### config.mk
export PLATFORM = sky130hd
export DESIGN_NAME = spi_peripheral
export DESIGN_NICKNAME = d
export VERILOG_FILES = /design/src/rtl/spi_pkg.sv /design/src/rtl/sync_edge_detect.sv /design/src/rtl/spi_peripheral.sv
export SDC_FILE = /design/constraint.sdc
export NUM_CORES = 1
export LEC_CHECK = 0
export CORE_MARGIN = 3
export CORE_UTILIZATION = 48
export DETAILED_ROUTE_END_ITERATION = 7
export GPL_TIMING_DRIVEN = 0
export PLACE_DENSITY = 0.8
export SETUP_SLACK_MARGIN = 0.02
export SLEW_MARGIN = 20
export SYNTH_ARGS = -nofsm -noshare
export SYNTH_HDL_FRONTEND = slang
export SYNTH_SLANG_ARGS = --single-unit
### constraint.sdc
create_clock -name clk -period 2.3 [get_ports clk]
set_input_delay 0.46 -clock clk [delete_from_list [all_inputs] [get_ports clk]]
set_output_delay 0.46 -clock clk [all_outputs]
set_load 0.01 [all_outputs]
### src/rtl/spi_pkg.sv
// Shared definitions for the SPI write-only configuration target:
// frame geometry, register map and controller state encoding.
package spi_pkg;

    localparam int FRAME_BITS = 16;
    localparam int ADDR_BITS  = 7;
    localparam int DATA_BITS  = 8;

    localparam logic [ADDR_BITS-1:0] ADDR_EN_OUT_LO = 7'd0;
    localparam logic [ADDR_BITS-1:0] ADDR_EN_OUT_HI = 7'd1;
    localparam logic [ADDR_BITS-1:0] ADDR_EN_PWM_LO = 7'd2;
    localparam logic [ADDR_BITS-1:0] ADDR_EN_PWM_HI = 7'd3;
    localparam logic [ADDR_BITS-1:0] ADDR_DUTY      = 7'd4;

    typedef enum logic [0:0] {
        IDLE  = 1'b0,
        SHIFT = 1'b1
    } spi_state_e;

endpackage

### src/rtl/sync_edge_detect.sv
// Two-flop synchronizer for an asynchronous pin, followed by one edge flop.
// The rise/fall pulses are registered, so a pin edge is seen three clk edges later.
module sync_edge_detect (
    input  logic clk,
    input  logic rst,
    input  logic din,
    output logic level,
    output logic rise,
    output logic fall
);

    logic sync1_r;
    logic sync2_r;
    logic prev_r;
    logic rise_r;
    logic fall_r;

    // Synchronizer chain plus registered edge detection; resets low so a pin
    // that is already low at reset release never reports a falling edge.
    always_ff @(posedge clk or posedge rst) begin
        if (rst) begin
            sync1_r <= 1'b0;
            sync2_r <= 1'b0;
            prev_r  <= 1'b0;
            rise_r  <= 1'b0;
            fall_r  <= 1'b0;
        end else begin
            sync1_r <= din;
            sync2_r <= sync1_r;
            prev_r  <= sync2_r;
            rise_r  <= sync2_r & ~prev_r;
            fall_r  <= ~sync2_r & prev_r;
        end
    end

    assign level = sync2_r;
    assign rise  = rise_r;
    assign fall  = fall_r;

endmodule

### src/rtl/spi_peripheral.sv
// SPI mode-0 write-only target: decodes 16-bit frames (R/W, 7-bit address,
// 8-bit data) and drives the five PWM configuration registers.
module spi_peripheral #(
    parameter int FRAME_BITS = 16,
    parameter int MAX_ADDR   = 4
) (
    input  logic       clk,
    input  logic       rst,
    input  logic       sclk,
    input  logic       copi,
    input  logic       ncs,
    output logic [7:0] en_reg_out_7_0,
    output logic [7:0] en_reg_out_15_8,
    output logic [7:0] en_reg_pwm_7_0,
    output logic [7:0] en_reg_pwm_15_8,
    output logic [7:0] pwm_duty_cycle,
    output logic       wr_strobe
);

    import spi_pkg::*;

    localparam logic [4:0]           FULL_CNT    = 5'(FRAME_BITS);
    localparam logic [4:0]           OVERRUN_CNT = 5'(FRAME_BITS + 1);
    localparam logic [ADDR_BITS-1:0] MAX_ADDR_C  = 7'(MAX_ADDR);

    logic sclk_level_s, sclk_rise_s, sclk_fall_s;
    logic ncs_level_s, ncs_rise_s, ncs_fall_s;
    logic copi_s, copi_rise_s, copi_fall_s;
    logic unused_s;

    spi_state_e            state_r;
    logic [FRAME_BITS-1:0] shift_r;
    logic [4:0]            bit_cnt_r;
    logic                  wr_strobe_r;
    logic [7:0]            en_out_lo_r, en_out_hi_r, en_pwm_lo_r, en_pwm_hi_r, duty_r;

    logic [ADDR_BITS-1:0]  addr_s;
    logic [DATA_BITS-1:0]  data_s;
    logic                  frame_ok_s;

    sync_edge_detect u_sync_sclk (
        .clk   (clk),
        .rst   (rst),
        .din   (sclk),
        .level (sclk_level_s),
        .rise  (sclk_rise_s),
        .fall  (sclk_fall_s)
    );

    sync_edge_detect u_sync_ncs (
        .clk   (clk),
        .rst   (rst),
        .din   (ncs),
        .level (ncs_level_s),
        .rise  (ncs_rise_s),
        .fall  (ncs_fall_s)
    );

    sync_edge_detect u_sync_copi (
        .clk   (clk),
        .rst   (rst),
        .din   (copi),
        .level (copi_s),
        .rise  (copi_rise_s),
        .fall  (copi_fall_s)
    );

    assign unused_s = &{sclk_level_s, sclk_fall_s, ncs_level_s, copi_rise_s, copi_fall_s};

    assign addr_s     = shift_r[FRAME_BITS-2 -: ADDR_BITS];
    assign data_s     = shift_r[DATA_BITS-1:0];
    assign frame_ok_s = (bit_cnt_r == FULL_CNT) && shift_r[FRAME_BITS-1] && (addr_s <= MAX_ADDR_C);

    // Frame controller: collect bits while selected, commit on deselect if the
    // frame is an in-range write of exactly FRAME_BITS bits.
    always_ff @(posedge clk or posedge rst) begin
        if (rst) begin
            state_r     <= IDLE;
            shift_r     <= {FRAME_BITS{1'b0}};
            bit_cnt_r   <= 5'd0;
            wr_strobe_r <= 1'b0;
            en_out_lo_r <= 8'h00;
            en_out_hi_r <= 8'h00;
            en_pwm_lo_r <= 8'h00;
            en_pwm_hi_r <= 8'h00;
            duty_r      <= 8'h00;
        end else begin
            wr_strobe_r <= 1'b0;
            case (state_r)
                IDLE: begin
                    if (ncs_fall_s) begin
                        state_r   <= SHIFT;
                        shift_r   <= {FRAME_BITS{1'b0}};
                        bit_cnt_r <= 5'd0;
                    end
                end
                SHIFT: begin
                    if (ncs_rise_s) begin
                        state_r <= IDLE;
                        if (frame_ok_s) begin
                            wr_strobe_r <= 1'b1;
                            case (addr_s)
                                ADDR_EN_OUT_LO: en_out_lo_r <= data_s;
                                ADDR_EN_OUT_HI: en_out_hi_r <= data_s;
                                ADDR_EN_PWM_LO: en_pwm_lo_r <= data_s;
                                ADDR_EN_PWM_HI: en_pwm_hi_r <= data_s;
                                ADDR_DUTY:      duty_r      <= data_s;
                                default:        wr_strobe_r <= 1'b0;
                            endcase
                        end
                    end else if (sclk_rise_s) begin
                        shift_r <= {shift_r[FRAME_BITS-2:0], copi_s};
                        // Saturate one past a full frame so long frames stay rejected.
                        if (bit_cnt_r != OVERRUN_CNT) begin
                            bit_cnt_r <= bit_cnt_r + 5'd1;
                        end
                    end
                end
                default: state_r <= IDLE;
            endcase
        end
    end

    assign en_reg_out_7_0  = en_out_lo_r;
    assign en_reg_out_15_8 = en_out_hi_r;
    assign en_reg_pwm_7_0  = en_pwm_lo_r;
    assign en_reg_pwm_15_8 = en_pwm_hi_r;
    assign pwm_duty_cycle  = duty_r;
    assign wr_strobe       = wr_strobe_r;

endmodule

# [After elaboration in Yosys (flattened, before gate mapping)]
# Cells that the tools add are included.
[classes] mux=16 add_sub_neg=1 order_cmp=1 eq_ne=10 n_bitwise=7 reduce_logical=11
[ops] cell="2-to-1 mux 16 bit" n=3
[ops] cell="case mux 16 bit (2 select lines)" n=1
[ops] cell="AND reduction 4 bit" n=6
[ops] cell="2-to-1 mux 5 bit" n=4
[ops] cell="equality test 7 x 2 -> 1 bit, second input constant" n=2
[ops] cell="case mux 5 bit (2 select lines)" n=1
[ops] cell="equality test 7 x 1 -> 1 bit, second input constant" n=1
[ops] cell="equality test 7 x 3 -> 1 bit, second input constant" n=1
[ops] cell="<= comparator 7 x 3 -> 1 bit, second input constant" n=1
[ops] cell="logical NOT 7 bit" n=1
[ops] cell="2-to-1 mux 1 bit" n=6
[ops] cell="inequality test 2 x 1 -> 1 bit, second input constant" n=3
[ops] cell="adder 5 x 1 -> 5 bit, second input constant" n=1
[ops] cell="equality test 5 bit, second input constant" n=1
[ops] cell="inequality test 5 bit, second input constant" n=1
[ops] cell="OR reduction 5 bit" n=1
[ops] cell="inverter 1 bit" n=4
[ops] cell="bitwise AND 1 bit" n=3
[ops] cell="AND reduction 3 bit" n=1
[ops] cell="logical AND 1 bit" n=2
[ops] cell="inequality test 2 bit, second input constant" n=1
[ops] cell="case mux 1 bit (2 select lines)" n=1
[word_totals] out_inout_bits=41 regBits=74

# [Longest topological paths before layout]
[depth] depth_word=6 ltp_mapped=5

# [Cells and area by module]
# From an unflattened synthesis, not the netlist that was laid out.
[hier_totals] hier_cells=226 hier_area_um2=3096.7
[by_module_without_submodules] mod="spi_peripheral" cells_each=202 instances=1 area_per_inst_um2=2665.1
[by_module_without_submodules] mod="sync_edge_detect" cells_each=8 instances=3 area_per_inst_um2=143.9

# [Worst setup path after synthesis]
# No wires, ideal clock.
[synth_timing] path_type="register -> register" startpoint="register bit_cnt_r[0]" endpoint="register en_out_hi_r[0], in the netlist en_reg_out_15_8[0]" stages_incl_launch_ff=6 t_arrival_ps=1602 period_less_slack_ps=1727 setup_slack_ps=573 t_required_ps=2175 setup_time_ps=125 path_cell_list="dfrtp_1 inv_1 ha_1 nor4b_4 nand4_2 mux2_2"
[synth_via] elab_chain_len=4
[synth_rtl] item="start, declared" line_no="spi_peripheral.sv:33" rtl="logic [4:0] bit_cnt_r;"
[synth_rtl] item="start signal, assigned" line_no="spi_peripheral.sv:115" rtl="bit_cnt_r <= bit_cnt_r + 5'd1;"
[synth_rtl] item="equality test 5 bit" line_no="spi_peripheral.sv:72" rtl="assign frame_ok_s = (bit_cnt_r == FULL_CNT) && shift_r[FRAME_BITS-1] && (addr_s <= MAX_ADDR_C);"
[synth_rtl] item="logical AND 1 bit (2 in a row)" line_no="spi_peripheral.sv:72"
[synth_rtl] item="AND reduction 4 bit (no source line)"
[synth_rtl] item="end signal, assigned" line_no="spi_peripheral.sv:104" rtl="ADDR_EN_OUT_HI: en_out_hi_r <= data_s;"
[synth_rtl] item="end, declared" line_no="spi_peripheral.sv:35" rtl="logic [7:0] en_out_lo_r, en_out_hi_r, en_pwm_lo_r, en_pwm_hi_r, duty_r;"
# No other way between the ends.
# A chain may end at the register's enable or synchronous reset.

# [Worst setup path after layout]
[layout_timing] startpoint="register bit_cnt_r[0]" endpoint="register en_out_hi_r[3], in the netlist en_reg_out_15_8[3]"
# Same word-level chain as after synthesis.

==> flow_metrics.py <==
metrics = {
    "floorplanning": {
        "die_x_um": 84.5,
        "die_height_um": 84.5,
        "num_rows": 27,
        "io_pins": 46,
        "core-area_sq_mm": 0.00574,
        "start_util": 0.515,
        "dieArea_sq_mm": 0.00714,
    },
    "global_routing": {
        "gr-total-overflow": 0,
        "top_usage_layer": "met2",
        "grt.met3_usage": 0.0667,
        "antenna_found_initial": 0,
        "grt_pass1_wl_um": 9640,
        "grt_max_degree": 34,
        "use_met1": 0.232,
        "grt_pass1_vias": 1878,
        "met2_usage": 0.264,
        "grt_usage": 0.176,
    },
    "cts": {
        "clk_pin_slew_worst_paths_ps": 70,
        "cts_root_buffer": "clkbuf_8",
        "postCtsSetupRepairBufs": 0,
        "clock_path_buffers": 2,
        "h-tree-depth": 3,
        "worstSkewPairLatency_ps": 350,
        "cts_hold_buffers": 0,
        "numCtsBuffers": 9,
        "tritoncts": "yes",
        "cts_sinks": 74,
        "cts_resized": 0,
    },
    "min_path": {
        "min_path_type": "reg -> reg",
    },
    "detailed_routing": {
        "avgViaCountPerCell": 5.28,
        "wl_per_cell_um": 16.4,
        "drt_iter0_drc": 94,
        "routed_wl_um": 5760,
        "postRouteAntennaNets": 0,
        "vias": 1855,
        "drc": 0,
        "first_pass_iters": 4,
    },
    "sta": {
        "fin_worst_skew_ps": 7.52,
        "slew_headroom": 0.667,
        "whs_ps": 351,
        "finalSetupViolCount": 0,
        "fmax_mhz": 473,
        "post-route-period-util": 0.918,
        "hold_viol_final": 0,
        "drv_slew": 0,
        "fin_setup_tns_ps": 0,
        "finalWorstPathRequiredPeriod_ps": 2110,
        "tightest_slew_ps": 497,
        "rsz0062_at_grt": "false",
    },
    "place": {
        "placed_cells": 335,
        "dp_hpwl_um": 3950,
        "port_buffers": 45,
        "routabilityCongestion": 0.849,
    },
    "pwr": {
        "power.density_mw_per_mm2": 698,
        "p_int_w": 0.00198,
        "p_switching_w": 0.000642,
        "p_leak_nw": 1.75,
        "clkPwrFrac": 0.391,
        "peakVddDrop_mv": 0.480,
        "power_switching_share": 0.245,
        "power.share.sequential": 0.524,
        "power_frac_comb": 0.085,
    },
    "critical_path": {
        "r2r_slack_ps": 190,
        "path_class": "reg -> reg",
        "crit_path_end_kind": "register",
        "critPathArrivalTime_ps": 2340,
        "start_kind": "register",
        "cp.required_ps": 2530,
        "crit_fanout": 8,
    },
    "final_layout": {
        "final_layout_size_suffix_gt1_frac": 0.233,
        "synthToLayoutAreaGrowth_pct": 26.7,
        "final_cells": 351,
        "antenna_cells": 0,
        "layout.nets": 282,
    },
    "logic_synthesis": {
        "syn_inst": 216,
        "synth_nets": 224,
        "ys_seq_area_frac": 0.626,
        "ys_seq_elements": 74,
        "syn_area_per_cell_sq_um": 13.7,
        "yosysWarnings": 0,
        "yosysUniqueCellTypes": 27,
        "syn_area_sq_mm": 0.00296,
    },
    "flow_run": {
        "max_cap_viol_count": 0,
    },
    "status": {
        "status": "finished, final reports clean",
    },
}
[per-stage QoR]
stage	worst slack [ps]	area (sq um)	util	power (W)
global placement	147	3500	0.610	0.00161
floorplan	573	2960	-	0.00155
finish	188	3750	0.653	0.00262
global route	69.3	3750	0.653	0.00275
detailed placement	213	3540	0.617	0.00162
CTS	168	3750	0.653	0.00265
[flip-flops by register name (all words and copies together) (netlist names), 5 cells and up]
register	count
en_reg_out_15_8	8
shift_r	16
en_reg_pwm_7_0	8
pwm_duty_cycle	8
bit_cnt_r	5
en_reg_pwm_15_8	8
en_reg_out_7_0	8
[critical path: stages (launching register included)]
cell and delay [ps]:
dfrtp_1 420, inv_1 110, ha_1 170, nor4b_4 440, nand4_2 460, mux2_2 410
[power by group through the flow]
stage          Clock, W  Combinational (W)  Sequential [W]
2_1_floorplan         0           0.000166         0.00139
3_3_place_gp          0           0.000209         0.00140
3_5_place_dp          0           0.000223         0.00140
4_1_cts         0.00106           0.000224         0.00137
5_1_grt         0.00112           0.000250         0.00138
6_report        0.00102           0.000221         0.00137
[placed cells by master (no fill, tap or decap)]
cell,Yosys,layout
dfrtp_1,74,74
clkdlybuf4s50_1,0,45
mux2_2,40,40
inv_1,19,18
nand3_1,18,18
o31ai_1,16,16
clkbuf_8,0,11
clkbuf_1,8,9
nand4_2,5,5
nand2_1,5,5
nor2b_1,4,4
nor3b_1,3,3
clkinvlp_4,0,3
mux2i_1,3,3
ha_1,3,3
and3b_1,2,2
o211ai_1,2,2
or4_1,2,2
buf_12,0,2
nor4b_4,1,1
nor4bb_1,1,1
buf_2,1,1
clkinv_1,1,1
nand3b_1,1,1
nand2b_1,1,1
nor3_1,1,1
o21ai_0,1,1
o2111a_1,1,1
a22oi_1,1,1
a211o_1,1,1
a21boi_0,1,1
clkinv_2,0,1
bufinv_16,0,1
[area by class of cell]
cell class	instances	area [sq um]
Clock buffer	12	155
Buffer	9	35.0
Sequential cell	74	1850
Multi-Input combinational cell	113	997
Tap cell	72	90.1
Clock inverter	4	50.0
Timing Repair Buffer	47	490
Inverter	20	78.8
Fill cell	447	1990
[kinds of logic (layout without fill, tap and decap cells)]
kind of cell | count (synthesis) | in the layout | synth area share
AND/OR/NAND/NOR | 44 | 44 | 0.103
adder cells (fa/ha/maj) | 3 | 3 | 0.0127
flip-flops | 74 | 74 | 0.626
buffers and inverters | 29 | 92 | 0.0372
AO/OA/AOI/OAI | 23 | 23 | 0.0592
multiplexers | 43 | 43 | 0.162
[worst paths after layout]
kind,cells past startpoint,start,end
max,5,bit_cnt_r[0],en_reg_out_15_8[3]
min,0,u_sync_copi.sync1_r,u_sync_copi.level
max reg2reg,5,bit_cnt_r[0],en_reg_out_15_8[3]
min reg2reg,0,u_sync_copi.sync1_r,u_sync_copi.level
max in group asynchronous,4,rst,u_sync_ncs.level
min in group asynchronous,2,rst,pwm_duty_cycle[2]
[routing by layer]
metal  part of all wire  routed length [um]  up-vias
met1               0.46                2640      924
met5                  0                   0        -
li1                   -                   -      882
met3              0.052                 299        7
met2               0.48                2750       42
met4              0.013                  74        0
[cell usage after synthesis]
| cell type | n | area share |
|---|---|---|
| mux2i_1 | 3 | 0.010 |
| buf_2 | 1 | 0.0017 |
| a22oi_1 | 1 | 0.0025 |
| or4_1 | 2 | 0.0051 |
| inv_1 | 19 | 0.024 |
| ha_1 | 3 | 0.013 |
| and3b_1 | 2 | 0.0059 |
| nor3b_1 | 3 | 0.0076 |
| nor4b_4 | 1 | 0.0080 |
| nor3_1 | 1 | 0.0017 |
| nand3_1 | 18 | 0.030 |
| o2111a_1 | 1 | 0.0038 |
| nor4bb_1 | 1 | 0.0034 |
| mux2_2 | 40 | 0.15 |
| nor2b_1 | 4 | 0.0085 |
| o21ai_0 | 1 | 0.0017 |
| a21boi_0 | 1 | 0.0025 |
| o31ai_1 | 16 | 0.041 |
| clkinv_1 | 1 | 0.0013 |
| nand2b_1 | 1 | 0.0021 |
| clkbuf_1 | 8 | 0.010 |
| nand2_1 | 5 | 0.0063 |
| nand4_2 | 5 | 0.021 |
| o211ai_1 | 2 | 0.0051 |
| a211o_1 | 1 | 0.0030 |
| dfrtp_1 | 74 | 0.63 |
| nand3b_1 | 1 | 0.0025 |
Power figures use the tool's default switching activity.
